===== config.mk =====
export PLATFORM = sky130hd
export DESIGN_NAME = ras_ctrl_flat
export DESIGN_NICKNAME = d
export VERILOG_FILES = /design/src/rtl/ras_ctrl_if.sv /design/src/rtl/ras_ctrl.sv /design/src/flat_wrapper.sv
export SDC_FILE = /design/constraint.sdc
export NUM_CORES = 1
export LEC_CHECK = 0
export ABC_AREA = 1
export BUFFER_PORTS_ARGS = -buffer_cell sky130_fd_sc_hd__buf_2
export CORE_UTILIZATION = 30
export DETAILED_ROUTE_END_ITERATION = 12
export SKIP_CTS_REPAIR_TIMING = 1
export SLEW_MARGIN = 20
export SYNTH_ARGS = -nofsm -noshare
export SYNTH_HDL_FRONTEND = slang
export SYNTH_SLANG_ARGS = --single-unit

===== constraint.sdc =====
create_clock -name clk -period 3.3 [get_ports clk]
set_input_delay 0.165 -clock clk [delete_from_list [all_inputs] [get_ports clk]]
set_output_delay 0.165 -clock clk [all_outputs]
set_load 0.03 [all_outputs]

===== src/rtl/ras_ctrl_if.sv =====
// Decode/execute-side bundle for the return-address stack.
// The pipeline drives the master side, and ras_ctrl sits on the slave side.
interface ras_ctrl_if #(
    parameter int AW    = 16,
    parameter int PTR_W = 3
);
    logic           dec_valid;
    logic           jr_en;
    logic           reg_7_en;
    logic [AW-1:0]  pc_inc;
    logic           res_valid;
    logic [AW-1:0]  res_target;
    logic           flush;
    logic           pred_valid;
    logic [AW-1:0]  pred_target;
    logic           stall;
    logic           mispredict;
    logic [AW-1:0]  redirect_pc;
    logic [PTR_W:0] ras_count;

    modport master (
        output dec_valid, jr_en, reg_7_en, pc_inc, res_valid, res_target, flush,
        input  pred_valid, pred_target, stall, mispredict, redirect_pc, ras_count
    );

    modport slave (
        input  dec_valid, jr_en, reg_7_en, pc_inc, res_valid, res_target, flush,
        output pred_valid, pred_target, stall, mispredict, redirect_pc, ras_count
    );
endinterface


===== src/rtl/ras_ctrl.sv =====
// Return-address stack with a single outstanding register-jump check.
// JAL/JALR push PC+2, and JR/JALR pop a prediction that is later verified against execute.
module ras_ctrl #(
    parameter int DEPTH = 8,
    parameter int PTR_W = 3,
    parameter int AW    = 16
) (
    input  logic     clk,
    input  logic     rst,
    ras_ctrl_if.slave bus
);

    typedef enum logic {IDLE, PEND} state_t;

    localparam logic [PTR_W:0] FULL = (PTR_W+1)'(DEPTH);

    state_t           state_q, state_d;
    logic [AW-1:0]    mem [DEPTH];
    logic [PTR_W-1:0] top_q, top_d;
    logic [PTR_W:0]   count_q, count_d;
    logic [AW-1:0]    pend_q, pend_d;
    logic [AW-1:0]    pred_target_q, pred_target_d;
    logic [AW-1:0]    redirect_q, redirect_d;
    logic             pred_valid_q, pred_valid_d;
    logic             mis_q, mis_d;
    logic             wr_en;
    logic [PTR_W-1:0] wr_addr;
    logic             accept, do_pop, do_push, resolve;

    // A new register jump waits until the outstanding one resolves, unless it resolves this cycle.
    assign bus.stall = bus.dec_valid & bus.jr_en & (state_q == PEND) & ~bus.res_valid & ~bus.flush;
    assign accept    = bus.dec_valid & ~bus.stall & ~bus.flush;
    assign do_pop    = accept & bus.jr_en & (count_q != '0);
    assign do_push   = accept & bus.reg_7_en;
    assign resolve   = (state_q == PEND) & bus.res_valid & ~bus.flush;

    always_comb begin
        state_d       = state_q;
        top_d         = top_q;
        count_d       = count_q;
        pend_d        = pend_q;
        pred_target_d = pred_target_q;
        redirect_d    = redirect_q;
        pred_valid_d  = 1'b0;
        mis_d         = 1'b0;
        wr_en         = 1'b0;
        wr_addr       = top_q + 1'b1;

        if (bus.flush) begin
            count_d = '0;
            state_d = IDLE;
        end else begin
            if (resolve) begin
                state_d = IDLE;
                if (bus.res_target != pend_q) begin
                    mis_d      = 1'b1;
                    redirect_d = bus.res_target;
                end
            end
            if (do_pop) begin
                state_d       = PEND;
                pend_d        = mem[top_q];
                pred_valid_d  = 1'b1;
                pred_target_d = mem[top_q];
            end
            // JALR on a nonempty stack replaces the popped slot in place
            if (do_pop && do_push) begin
                wr_en   = 1'b1;
                wr_addr = top_q;
            end else if (do_pop) begin
                top_d   = top_q - 1'b1;
                count_d = count_q - 1'b1;
            end else if (do_push) begin
                wr_en   = 1'b1;
                wr_addr = top_q + 1'b1;
                top_d   = top_q + 1'b1;
                if (count_q != FULL) begin
                    count_d = count_q + 1'b1;
                end
            end
        end
    end

    always_ff @(posedge clk) begin
        if (wr_en) begin
            mem[wr_addr] <= bus.pc_inc;
        end
    end

    always_ff @(posedge clk or posedge rst) begin
        if (rst) begin
            state_q       <= IDLE;
            top_q         <= '0;
            count_q       <= '0;
            pend_q        <= '0;
            pred_target_q <= '0;
            redirect_q    <= '0;
            pred_valid_q  <= 1'b0;
            mis_q         <= 1'b0;
        end else begin
            state_q       <= state_d;
            top_q         <= top_d;
            count_q       <= count_d;
            pend_q        <= pend_d;
            pred_target_q <= pred_target_d;
            redirect_q    <= redirect_d;
            pred_valid_q  <= pred_valid_d;
            mis_q         <= mis_d;
        end
    end

    assign bus.pred_valid  = pred_valid_q;
    assign bus.pred_target = pred_target_q;
    assign bus.mispredict  = mis_q;
    assign bus.redirect_pc = redirect_q;
    assign bus.ras_count   = count_q;

endmodule


===== src/flat_wrapper.sv =====
// flat-port wrapper written by rule: the top's interface ports become plain ports
module ras_ctrl_flat 
#(
    parameter int DEPTH = 8,
    parameter int PTR_W = 3,
    parameter int AW    = 16
)
  (clk, rst, bus_dec_valid, bus_jr_en, bus_reg_7_en, bus_pc_inc, bus_res_valid, bus_res_target, bus_flush, bus_pred_valid, bus_pred_target, bus_stall, bus_mispredict, bus_redirect_pc, bus_ras_count);
  ras_ctrl_if #(.AW(AW), .PTR_W(PTR_W)) bus_i ();
  input  logic clk;
  input  logic rst;
  input wire logic [$bits(bus_i.dec_valid)-1:0] bus_dec_valid;
  input wire logic [$bits(bus_i.jr_en)-1:0] bus_jr_en;
  input wire logic [$bits(bus_i.reg_7_en)-1:0] bus_reg_7_en;
  input wire logic [$bits(bus_i.pc_inc)-1:0] bus_pc_inc;
  input wire logic [$bits(bus_i.res_valid)-1:0] bus_res_valid;
  input wire logic [$bits(bus_i.res_target)-1:0] bus_res_target;
  input wire logic [$bits(bus_i.flush)-1:0] bus_flush;
  output wire logic [$bits(bus_i.pred_valid)-1:0] bus_pred_valid;
  output wire logic [$bits(bus_i.pred_target)-1:0] bus_pred_target;
  output wire logic [$bits(bus_i.stall)-1:0] bus_stall;
  output wire logic [$bits(bus_i.mispredict)-1:0] bus_mispredict;
  output wire logic [$bits(bus_i.redirect_pc)-1:0] bus_redirect_pc;
  output wire logic [$bits(bus_i.ras_count)-1:0] bus_ras_count;
  assign bus_i.dec_valid = bus_dec_valid;
  assign bus_i.jr_en = bus_jr_en;
  assign bus_i.reg_7_en = bus_reg_7_en;
  assign bus_i.pc_inc = bus_pc_inc;
  assign bus_i.res_valid = bus_res_valid;
  assign bus_i.res_target = bus_res_target;
  assign bus_i.flush = bus_flush;
  assign bus_pred_valid = bus_i.pred_valid;
  assign bus_pred_target = bus_i.pred_target;
  assign bus_stall = bus_i.stall;
  assign bus_mispredict = bus_i.mispredict;
  assign bus_redirect_pc = bus_i.redirect_pc;
  assign bus_ras_count = bus_i.ras_count;
  ras_ctrl #(.DEPTH(DEPTH), .PTR_W(PTR_W), .AW(AW)) u_core (.clk(clk), .rst(rst), .bus(bus_i));
endmodule

; ---- After elaboration in Yosys (flattened, before gate mapping)
; Memory sizes are Yosys's and may differ from the RTL's. A register that Yosys moved wholly into a read port is not among the register bits.
; Index checks and enable logic that the tools add are counted.
[word_totals]
register_bits = 26
mem_count = 1
ramBits = 128
out_inout_bits = 39
wordCells = 62
input_bits = 39
[memory_table]
columns = name, words, width, read_ports, rd_ports_with_merged_regs, wr, line
row1 = u_core.mem, 8, 16, 1, 1, 1, ras_ctrl.sv:18  ; logic [AW-1:0] mem [DEPTH];
[classes]
n_mux = 23
n_eq_ne = 3
addsub = 4
n_reduce_logical = 10
n_bitwise = 15
[ops]
columns = cell, count
row1 = 4-bit two-way mux, 5
row2 = 16-bit != test, 1
row3 = 1-bit two-way mux, 14
row4 = 3-bit two-way mux, 4
row5 = 1-bit AND, 11
row6 = 3-bit AND reduction, 3
row7 = 3-bit nonzero test, 3
row8 = "4-bit by 1-bit adder with 4-bit output, second input constant", 1
row9 = "4-bit != test, second input constant", 1
row10 = 1-bit NOT, 4
row11 = 4-bit nonzero test, 1
row12 = "4-bit by 1-bit subtractor with 4-bit output, second input constant", 1
row13 = "3-bit by 1-bit adder with 3-bit output, second input constant", 1
row14 = "3-bit by 1-bit subtractor with 3-bit output, second input constant", 1
row15 = "2-bit != test, second input constant", 1
row16 = 2-bit AND reduction, 1
row17 = 2-bit nonzero test, 1
row18 = 1-bit logical AND, 1

; ---- Longest topological paths before layout
; Gate-level depths: netlist of run 1.
[depth]
depth_word = 14
depth_mapped = 15

; ---- Worst setup path after synthesis of run 1
; Ideal clock, no wire load.
[synth_timing]
kind = reg2reg
start = register u_core.count_q[0], in the netlist u_core.bus.ras_count[0]
end = memory u_core.mem[0][0], enable pin
synth_period_minus_slack_ps = 2894
path_slack_ps = 406
path_buffers = 1
path_stages_with_launch = 11
arrival_time_ps = 2505
t_required_ps = 2912
cell_sequence = dfrtp_1 -> nor2_1 -> a21oi_4 -> nand2_4 -> buf_6 -> inv_1 -> ha_1 -> nand2_1 -> o21ai_0 -> nand2_1 -> nor2_1
[synth_via]
elab_chain_cells = 7
[synth_lines]
columns = element, line
row1 = from (decl), ras_ctrl.sv:20  ; logic [PTR_W:0] count_q, count_d;
row2 = from (signal assigned), ras_ctrl.sv:103  ; count_q <= count_d;
row3 = 4-bit nonzero test *, ras_ctrl.sv:33  ; assign do_pop = accept & bus.jr_en & (count_q != '0);
row4 = 1-bit AND *, ras_ctrl.sv:33
row5 = 1-bit two-way mux or 1-bit logical AND (tied branches), "ras_ctrl.sv:70, ras_ctrl.sv:67"
row6 = 1-bit two-way mux, ras_ctrl.sv:67  ; if (do_pop && do_push) begin
row7 = 1-bit two-way mux, ras_ctrl.sv:49  ; if (bus.flush) begin
row8 = 1-bit two-way mux, ras_ctrl.sv:85  ; if (wr_en) begin
row9 = 1-bit two-way mux (implied by the code), ras_ctrl.sv:86  ; mem[wr_addr] <= bus.pc_inc;
row10 = to (decl), ras_ctrl.sv:18
; Mark *: on every way between the ends. The rest lies on a longest branch, timed or not.

; ---- Final worst setup path of run 1
[layout_timing]
start = register u_core.count_q[0], in the netlist u_core.bus.ras_count[0]
end = memory u_core.mem[6][12], enable pin
; Same word-level chain as after synthesis.

==> impl_metrics.py, run 1 <==
metrics = {
    "floorplanning": {
        "die_y_um": 156,
        "start_util": 0.309,
        "row_count": 55,
        "core_area_um2": 22900,
        "fp.dieArea_um2": 24200,
        "io_pins": 78,
        "dieWidth_um": 156,
    },
    "synthesis": {
        "synth_edf_count": 128,
        "syn-num-nets": 653,
        "yosysUniqueCellTypes": 34,
        "yosysTopAreaCell": "edfxtp_1",
        "synth-seq-cells": 170,
        "synth_async_sr_flop_share": 0.247,
        "synth_area_per_cell_um2": 11.6,
        "netlist_top_cells_area": "edfxtp_1 54%, dfrtp_1 15%, o21ai_0 5.6%, nor2_1 4.4%, nand2_1 4.3%",
        "synthCells": 609,
        "synthTopCellsByCount": "128 x edfxtp_1, 84 x nor2_1, 82 x nand2_1",
        "netlist_area_um2": 7090,
        "synth_top_area_frac": 0.542,
        "yosysMostFrequentCell": "edfxtp_1",
        "seq_area_frac_synth": 0.691,
        "synth_warnings": 0,
        "synth_flop_cell": "edfxtp_1",
    },
    "clock_network": {
        "cts_tree": "built",
        "cts_buffers": 17,
        "cts.path.max_buffers": 2,
        "insertion_delay_ps": 430,
        "cts-root-buf": "clkbuf_16",
        "h-tree-depth": 4,
        "clkTransAtPathRegs_ps": 70,
        "cts.sinks": 170,
    },
    "placement": {
        "port_buffers": 77,
        "gp_congestion": 0.826,
        "dp_cells": 985,
        "dp_hpwl_um": 10900,
        "place_area_um2": 7820,
        "pre_cts_ws_ps": 669,
    },
    "routing": {
        "drc": 0,
        "first_pass_iters": 5,
        "vias": 4690,
        "routed_wl_um": 16300,
        "vias_per_cell": 4.59,
        "drtAntennaViolNets": 0,
        "first_iter_violations": 479,
        "wire_per_inst_um": 16.0,
    },
    "sta": {
        "finalCritPeriodShare": 0.805,
        "setup_tns_ps": 0,
        "finalSetupViolCount": 0,
        "max_freq_ghz": 0.376,
        "worst_slew_pin_slew_ps": 909,
        "drv_slew": 0,
        "hold_violations": 43,
        "finalCriticalPeriod_ps": 2660,
        "rsz0062_at_grt": "false",
        "hold_slack_ps": -72.5,
        "relSlewSlack": 0.393,
        "clock_skew_ps": 9.56,
        "fin_ws_ps": 642,
    },
    "final_layout": {
        "fin_area_um2": 8460,
        "nNetsFinal": 739,
        "finalCoreUtilization": 0.369,
        "layoutNonFillerInstCount": 1021,
        "area_growth_pct": 19.4,
        "diodes": 0,
        "n_fill_cell": 2201,
        "layout-drive-gt1-share": 0.199,
    },
    "worst_setup_path": {
        "cp-startpoint": "u_core.bus.ras_count[0]",
        "r2r_slack_ps": 640,
        "cp_max_fo": 14,
        "cp-start-kind": "register",
        "ff2ff_path_depth": 11,
        "crit_required_ps": 3420,
        "reg2reg_from": "u_core.bus.ras_count[0]",
        "crit_type": "register to register",
        "critPathCaptureType": "register",
        "crit_end": "u_core.mem[6][12]",
        "r2r_end": "u_core.mem[6][12]",
        "critPathArrivalTime_ps": 2780,
    },
    "pwr": {
        "ir_drop_uv": 301,
        "p_leak_nw": 3.33,
        "finalPower_mw": 7.39,
        "power_density_nw_per_um2": 873,
    },
    "grt": {
        "grt_overflow": 0,
        "grt_max_degree": 66,
        "grt_pass1_wl_um": 25500,
        "antenna_found_initial": 0,
        "track_usage": 0.142,
        "grt_pass1_vias": 4445,
    },
    "run_status": {
        "violations": "hold timing",
        "outcome": "finished, violations left",
    },
    "flow_run": {
        "cap_viol_max_count": 0,
    },
    "min_path": {
        "hold_path_class": "input pin to async pin",
    },
}
-- power breakdown --
part / internal (mW) / switching, mW / total [mW] / leakage, nW
Sequential: 2.63 / 0.245 / 2.88 / 1.68
Clock: 1.20 / 0.834 / 2.03 / 0.286
Combinational: 0.745 / 1.73 / 2.48 / 1.37
-- critical path: stages (launching register included) --
cell     delay, ps
dfrtp_1        430
nor2_1         240
a21oi_4        110
nand2_4        190
inv_1           70
ha_1           190
nand2_1        210
o21ai_0        200
inv_1          110
nand2_1         70
nor2_1         220
buf_4          290
-- metal layers --
layer  global-route usage  up-vias  part of all wire  wire length, µm
li1                     -     2317                 -                -
met1                0.201     2218              0.49             8050
met2                0.208      136              0.43             7100
met3               0.0378       19             0.061              995
met4               0.0500        0             0.012              197
met5                    0        -                 0                0
-- flip-flops by register name (all words and copies together) (netlist names) --
register,count
u_core.state_q,1
u_core.mem,128
u_core.bus.mispredict,1
u_core.pend_q,16
u_core.bus.pred_valid,1
u_core.bus.ras_count,4
u_core.bus.redirect_pc,16
u_core.top_q,3
-- cell type report --
class,instances,area [µm²],share of cell area
Sequential cell,170,4900,0.579
Multi-Input combinational cell,356,1820,0.215
Timing Repair Buffer,98,553,0.0654
Clock buffer,19,433,0.0512
Tap cell,313,392,0.0463
Inverter,52,198,0.0234
Clock inverter,13,170,0.0201
-- worst min-delay path by stage --
stage,to,slack [ps]
global route,u_core.bus.redirect_pc[14],7
global placement,u_core.state_q,370
CTS,u_core.state_q,-80
finish,u_core.bus.redirect_pc[14],-70
floorplan,u_core.state_q,250
detailed placement,u_core.state_q,380
-- cells in the final DEF, fill, tap and decap left out, types with 19 or more instances in the layout --
cell type	n
edfxtp_1	128
nor2_1	84
nand2_1	82
o21ai_0	79
buf_2	77
inv_1	48
dfrtp_1	41
o21ai_1	21
o22ai_1	19
-- cells by family after synthesis --
kind of cell,synth area share
adder cells (fa/ha/maj),0.00883
XOR/XNOR,0.00865
AND/OR/NAND/NOR,0.115
AO/OA/AOI/OAI,0.124
flip-flops,0.691
buffers and inverters,0.0528
(Power assumes the default switching activity.)
==> run 2, diff against run 1 <==
clock period = 2.38 ns   (was 3.3 ns; I/O delays follow)
==> run 2 against run 1 <==
Net effect: the flow still finishes with violations (hold timing); via count rose by 0.58%; largest power group unchanged; power rose by 38%; non-clock buffer count rose by 15; critical path depth rose by 4; combinational power rose by 46%.
==> impl_metrics.py, run 2 (synthesized netlist as in run 1, its figures left out) <==
metrics = {
    "clock_network": {
        "clkTransAtPathRegs_ps": 60,
        "insertion_delay_ps": 430,
        "cts-root-buf": "clkbuf_16",
        "h-tree-depth": 4,
        "cts.path.max_buffers": 2,
        "cts_tree": "built",
        "cts_buffers": 17,
        "cts.sinks": 170,
    },
    "worst_setup_path": {
        "slowest_delay_ps": 540,
        "cp_slowest_cell": "dlygate4sd3_1",
        "critPathCaptureType": "register",
        "crit_required_ps": 2510,
        "critPathArrivalTime_ps": 2330,
        "r2r_end": "u_core.mem[4][2]",
        "crit_type": "input pin to register",
        "r2r_slack_ps": 220,
        "cp-start-kind": "input pin",
        "cp-startpoint": "bus_res_valid",
        "ff2ff_path_depth": 12,
        "crit_end": "u_core.mem[4][2]",
        "crit_chain": "dlygate4sd3_1 -> buf_2 -> inv_1 -> nand2_1 -> nor2_4 -> nor2_4 -> nand2_4 -> inv_1 -> ha_1 -> nand2_2 -> nand2_1 -> o21ai_1 -> nand2_1 -> nor2_4 -> buf_12",
        "cp_max_fo": 16,
        "reg2reg_from": "u_core.state_q",
    },
    "final_layout": {
        "largest_register_ff_count": 128,
        "final_common_cell": "edfxtp_1",
        "n_fill_cell": 2171,
        "register_area_um2": 4900,
        "top_register": "u_core.mem",
        "area_growth_pct": 23.8,
        "final_cell_mix": "128 x edfxtp_1, 79 x nand2_1, 77 x o21ai_0, 77 x buf_2, 74 x nor2_1",
        "layout-drive-gt1-share": 0.225,
        "fin_area_um2": 8780,
        "diodes": 0,
        "multiInputGateArea_um2": 1910,
        "nNetsFinal": 754,
    },
    "grt": {
        "grt_pass1_wl_um": 23800,
        "grt_pass1_vias": 4287,
        "antenna_found_initial": 0,
        "track_usage": 0.133,
        "grt_overflow": 0,
        "grt_max_degree": 66,
    },
    "placement": {
        "port_buffers": 77,
        "place_area_um2": 8020,
        "dp_hpwl_um": 10400,
        "gp_congestion": 0.786,
        "pre_cts_ws_ps": 134,
    },
    "sta": {
        "finalSetupViolCount": 0,
        "hold_violations": 3,
        "setup_tns_ps": 0,
        "drv_slew": 0,
        "max_freq_ghz": 0.455,
        "finalCriticalPeriod_ps": 2200,
        "clock_skew_ps": 5.79,
        "finalCritPeriodShare": 0.924,
        "worst_slew_pin_slew_ps": 682,
        "fin_ws_ps": 180,
        "hold_slack_ps": -13.4,
        "relSlewSlack": 0.545,
        "rsz0062_at_grt": "false",
    },
    "routing": {
        "dr_wl_met2_um": 7100,
        "drtAntennaViolNets": 0,
        "wire_per_inst_um": 15.1,
        "first_iter_violations": 591,
        "vias": 4717,
        "drc": 0,
        "routed_wl_um": 15600,
        "routed-wl-met3_um": 747,
        "drt-met1-wl_um": 7650,
        "routed.top_layer": "met4",
        "first_pass_iters": 5,
        "vias_per_cell": 4.55,
    },
    "pwr": {
        "ir_drop_uv": 540,
        "finalPower_mw": 10.2,
        "p_leak_nw": 3.40,
        "power_density_nw_per_um2": 1160,
    },
    "floorplanning": {
        "die_y_um": 156,
        "start_util": 0.309,
        "io_pins": 78,
        "fp.dieArea_um2": 24200,
        "row_count": 55,
        "core_area_um2": 22900,
        "dieWidth_um": 156,
    },
    "min_path": {
        "min_path_cells": 3,
        "hold_path_class": "input pin to register",
    },
    "run_status": {
        "violations": "hold timing",
        "outcome": "finished, violations left",
    },
    "flow_run": {
        "cap_viol_max_count": 0,
    },
}
-- run 2: power breakdown --
group	internal [mW]	switching [mW]
sequential	3.66	0.279
clock	1.54	1.11
combinational	1.11	2.52
total	6.30	3.91
-- run 2: how the worst min path moves through the flow --
stage	start	end	slack, ps
4_1_cts	rst	u_core.top_q[1]	-280
3_3_place_gp	rst	u_core.bus.redirect_pc[9]	310
2_1_floorplan	bus_res_valid	u_core.state_q	210
3_5_place_dp	rst	u_core.state_q	180
5_1_grt	bus_pc_inc[1]	u_core.mem[0][1]	5
6_report	bus_res_target[9]	u_core.bus.redirect_pc[9]	-10
-- run 2: area by class of cell --
cell class | instances | share of cell area
tap | 313 | 0.0446
timing repair buffer | 113 | 0.0910
sequential | 170 | 0.558
multi-input combinational | 356 | 0.218
inverter | 52 | 0.0227
clock inverter | 15 | 0.0173
clock buffer | 17 | 0.0485
-- run 2: through the flow --
| stage | instances | utilization |
|---|---|---|
| final | 1036 | 0.383 |
| after global routing | 1036 | 0.383 |
| after CTS | 1019 | 0.375 |
| after detailed placement | 987 | 0.350 |
| after global placement | 987 | 0.350 |
| after floorplan | 609 | - |
-- run 2: per-layer routing --
layer,GRT usage,vias up
met5,0,-
met1,0.184,2228
met3,0.0386,12
met4,0.0453,0
met2,0.199,124
li1,-,2353
-- run 2: worst max-delay path: cells and delay by family --
kind	cells	cell delay (ps)
buffers and inverters	5	940
and+or+nand+nor	8	930
adders and majority gates	1	190
AOI/OAI and AO/OA	1	140
==> run 3, diff against run 2 <==
BUFFER_PORTS_ARGS = -buffer_cell sky130_fd_sc_hd__buf_4   (was -buffer_cell sky130_fd_sc_hd__buf_2)
CTS_CLUSTER_SIZE = 20   (was default)
REMOVE_ABC_BUFFERS = 1   (was default)
==> run 3 against run 2 <==
Net effect: the flow still finishes with violations (hold timing); die area stayed put; sequential share of layout area down 1.4 points; power increased by 3.4%; highest routed layer unchanged; largest power group unchanged.
==> impl_metrics.py, run 3 (synthesized netlist as in run 1, its figures left out) <==
metrics = {
    "worst_setup_path": {
        "crit_required_ps": 2510,
        "ff2ff_path_depth": 10,
        "critPathCaptureType": "register",
        "crit_chain": "nor2_2 -> a21oi_4 -> nand2_4 -> inv_1 -> ha_1 -> nand2_2 -> xor2_1 -> nand2_1 -> nor2_1 -> buf_12",
        "cp_max_fo": 16,
        "slowest_delay_ps": 440,
        "cp_slowest_cell": "dfrtp_1",
        "critPathArrivalTime_ps": 2350,
        "crit_type": "register to register",
        "cp-start-kind": "register",
    },
    "grt": {
        "grt_pass1_vias": 4611,
        "antenna_found_initial": 0,
        "grt_overflow": 0,
        "grt_pass1_wl_um": 25200,
        "grt_max_degree": 66,
        "track_usage": 0.139,
    },
    "floorplanning": {
        "die_y_um": 156,
        "fp.dieArea_um2": 24200,
        "io_pins": 78,
        "core_area_um2": 22900,
        "start_util": 0.309,
        "row_count": 55,
        "dieWidth_um": 156,
    },
    "pwr": {
        "p_leak_nw": 3.52,
        "finalPower_mw": 10.6,
        "ir_drop_uv": 564,
        "power_density_nw_per_um2": 1170,
    },
    "placement": {
        "gp_congestion": 0.756,
        "dp_hpwl_um": 10600,
        "port_buffers": 77,
        "pre_cts_ws_ps": 16.0,
    },
    "final_layout": {
        "final_common_cell": "edfxtp_1",
        "largest_register_ff_count": 128,
        "finalCoreUtilization": 0.392,
        "layout-drive-gt1-share": 0.202,
        "final_cell_mix": "128 x edfxtp_1, 92 x buf_4, 81 x nand2_1",
        "top_register": "u_core.mem",
        "diodes": 0,
        "nNetsFinal": 764,
        "area_growth_pct": 26.8,
    },
    "sta": {
        "hold_slack_ps": -13.3,
        "worst_slew_pin_slew_ps": 900,
        "finalCritPeriodShare": 0.933,
        "hold_violations": 6,
        "finalSetupViolCount": 0,
        "setup_tns_ps": 0,
        "rsz0062_at_grt": "true",
        "finalCriticalPeriod_ps": 2220,
        "drv_slew": 0,
        "max_freq_ghz": 0.450,
        "fin_ws_ps": 159,
        "clock_skew_ps": 7.17,
        "relSlewSlack": 0.399,
    },
    "clock_network": {
        "cts-root-buf": "clkbuf_16",
        "cts.path.max_buffers": 2,
        "h-tree-depth": 4,
        "cts_buffers": 17,
        "clkTransAtPathRegs_ps": 70,
        "cts.sinks": 170,
        "insertion_delay_ps": 420,
        "cts_tree": "built",
    },
    "min_path": {
        "min_path_cells": 3,
        "hold_path_class": "input pin to register",
    },
    "routing": {
        "first_iter_violations": 406,
        "drtAntennaViolNets": 0,
        "vias": 4856,
        "routed_wl_um": 16500,
        "wire_per_inst_um": 15.8,
        "vias_per_cell": 4.64,
        "drc": 0,
        "first_pass_iters": 4,
    },
    "run_status": {
        "violations": "hold timing",
        "outcome": "finished, violations left",
    },
    "flow_run": {
        "cap_viol_max_count": 0,
    },
}
## run 3: final timing paths
kind                                      startpoint                    endpoint  slack, ps
max                          u_core.bus.ras_count[2]            u_core.mem[1][1]        160
max in group asynchronous                        rst             u_core.top_q[0]       1300
max reg2reg                  u_core.bus.ras_count[2]            u_core.mem[1][1]        160
min in group asynchronous                        rst  u_core.bus.redirect_pc[13]        470
min reg2reg                u_core.bus.redirect_pc[7]   u_core.bus.redirect_pc[7]        480
min                               bus_res_target[11]  u_core.bus.redirect_pc[11]        -10
## run 3: metrics by stage
stage	cell area [µm²]	cells
3_5_place_dp	8120	989
4_1_cts	8720	1021
2_1_floorplan	6910	578
5_1_grt	8990	1046
3_3_place_gp	8120	989
6_report	8990	1046
## run 3: critical path, delay by kind of cell, from the launching register on
| family | cells | cell delay (ps) |
|---|---|---|
| AND/OR/NAND/NOR | 5 | 760 |
| flip-flops | 1 | 440 |
| buffers and inverters | 2 | 230 |
| XOR/XNOR | 1 | 210 |
| adder cells (fa/ha/maj) | 1 | 190 |
| AO/OA/AOI/OAI | 1 | 90 |
## run 3: where the power goes
group / internal, mW / total [mW] / switching, mW
registers: 3.65 / 3.93 / 0.279
logic: 1.28 / 3.80 / 2.52
clock network: 1.73 / 2.83 / 1.10
## run 3: final cells by class
class / count / area (µm²)
clock buffers: 17 / 425
flip-flops and latches: 170 / 4900
inverters: 52 / 198
multi-input cells: 356 / 1840
repair buffers: 123 / 1060
clock inverters: 15 / 181
fillers: 2203 / 13900
well taps: 313 / 392
## run 3: per-layer routing
layer | GRT usage | routed length (µm)
met3 | 0.0339 | 761
met5 | 0 | 0
met2 | 0.218 | 7570
met1 | 0.191 | 7980
met4 | 0.0415 | 196
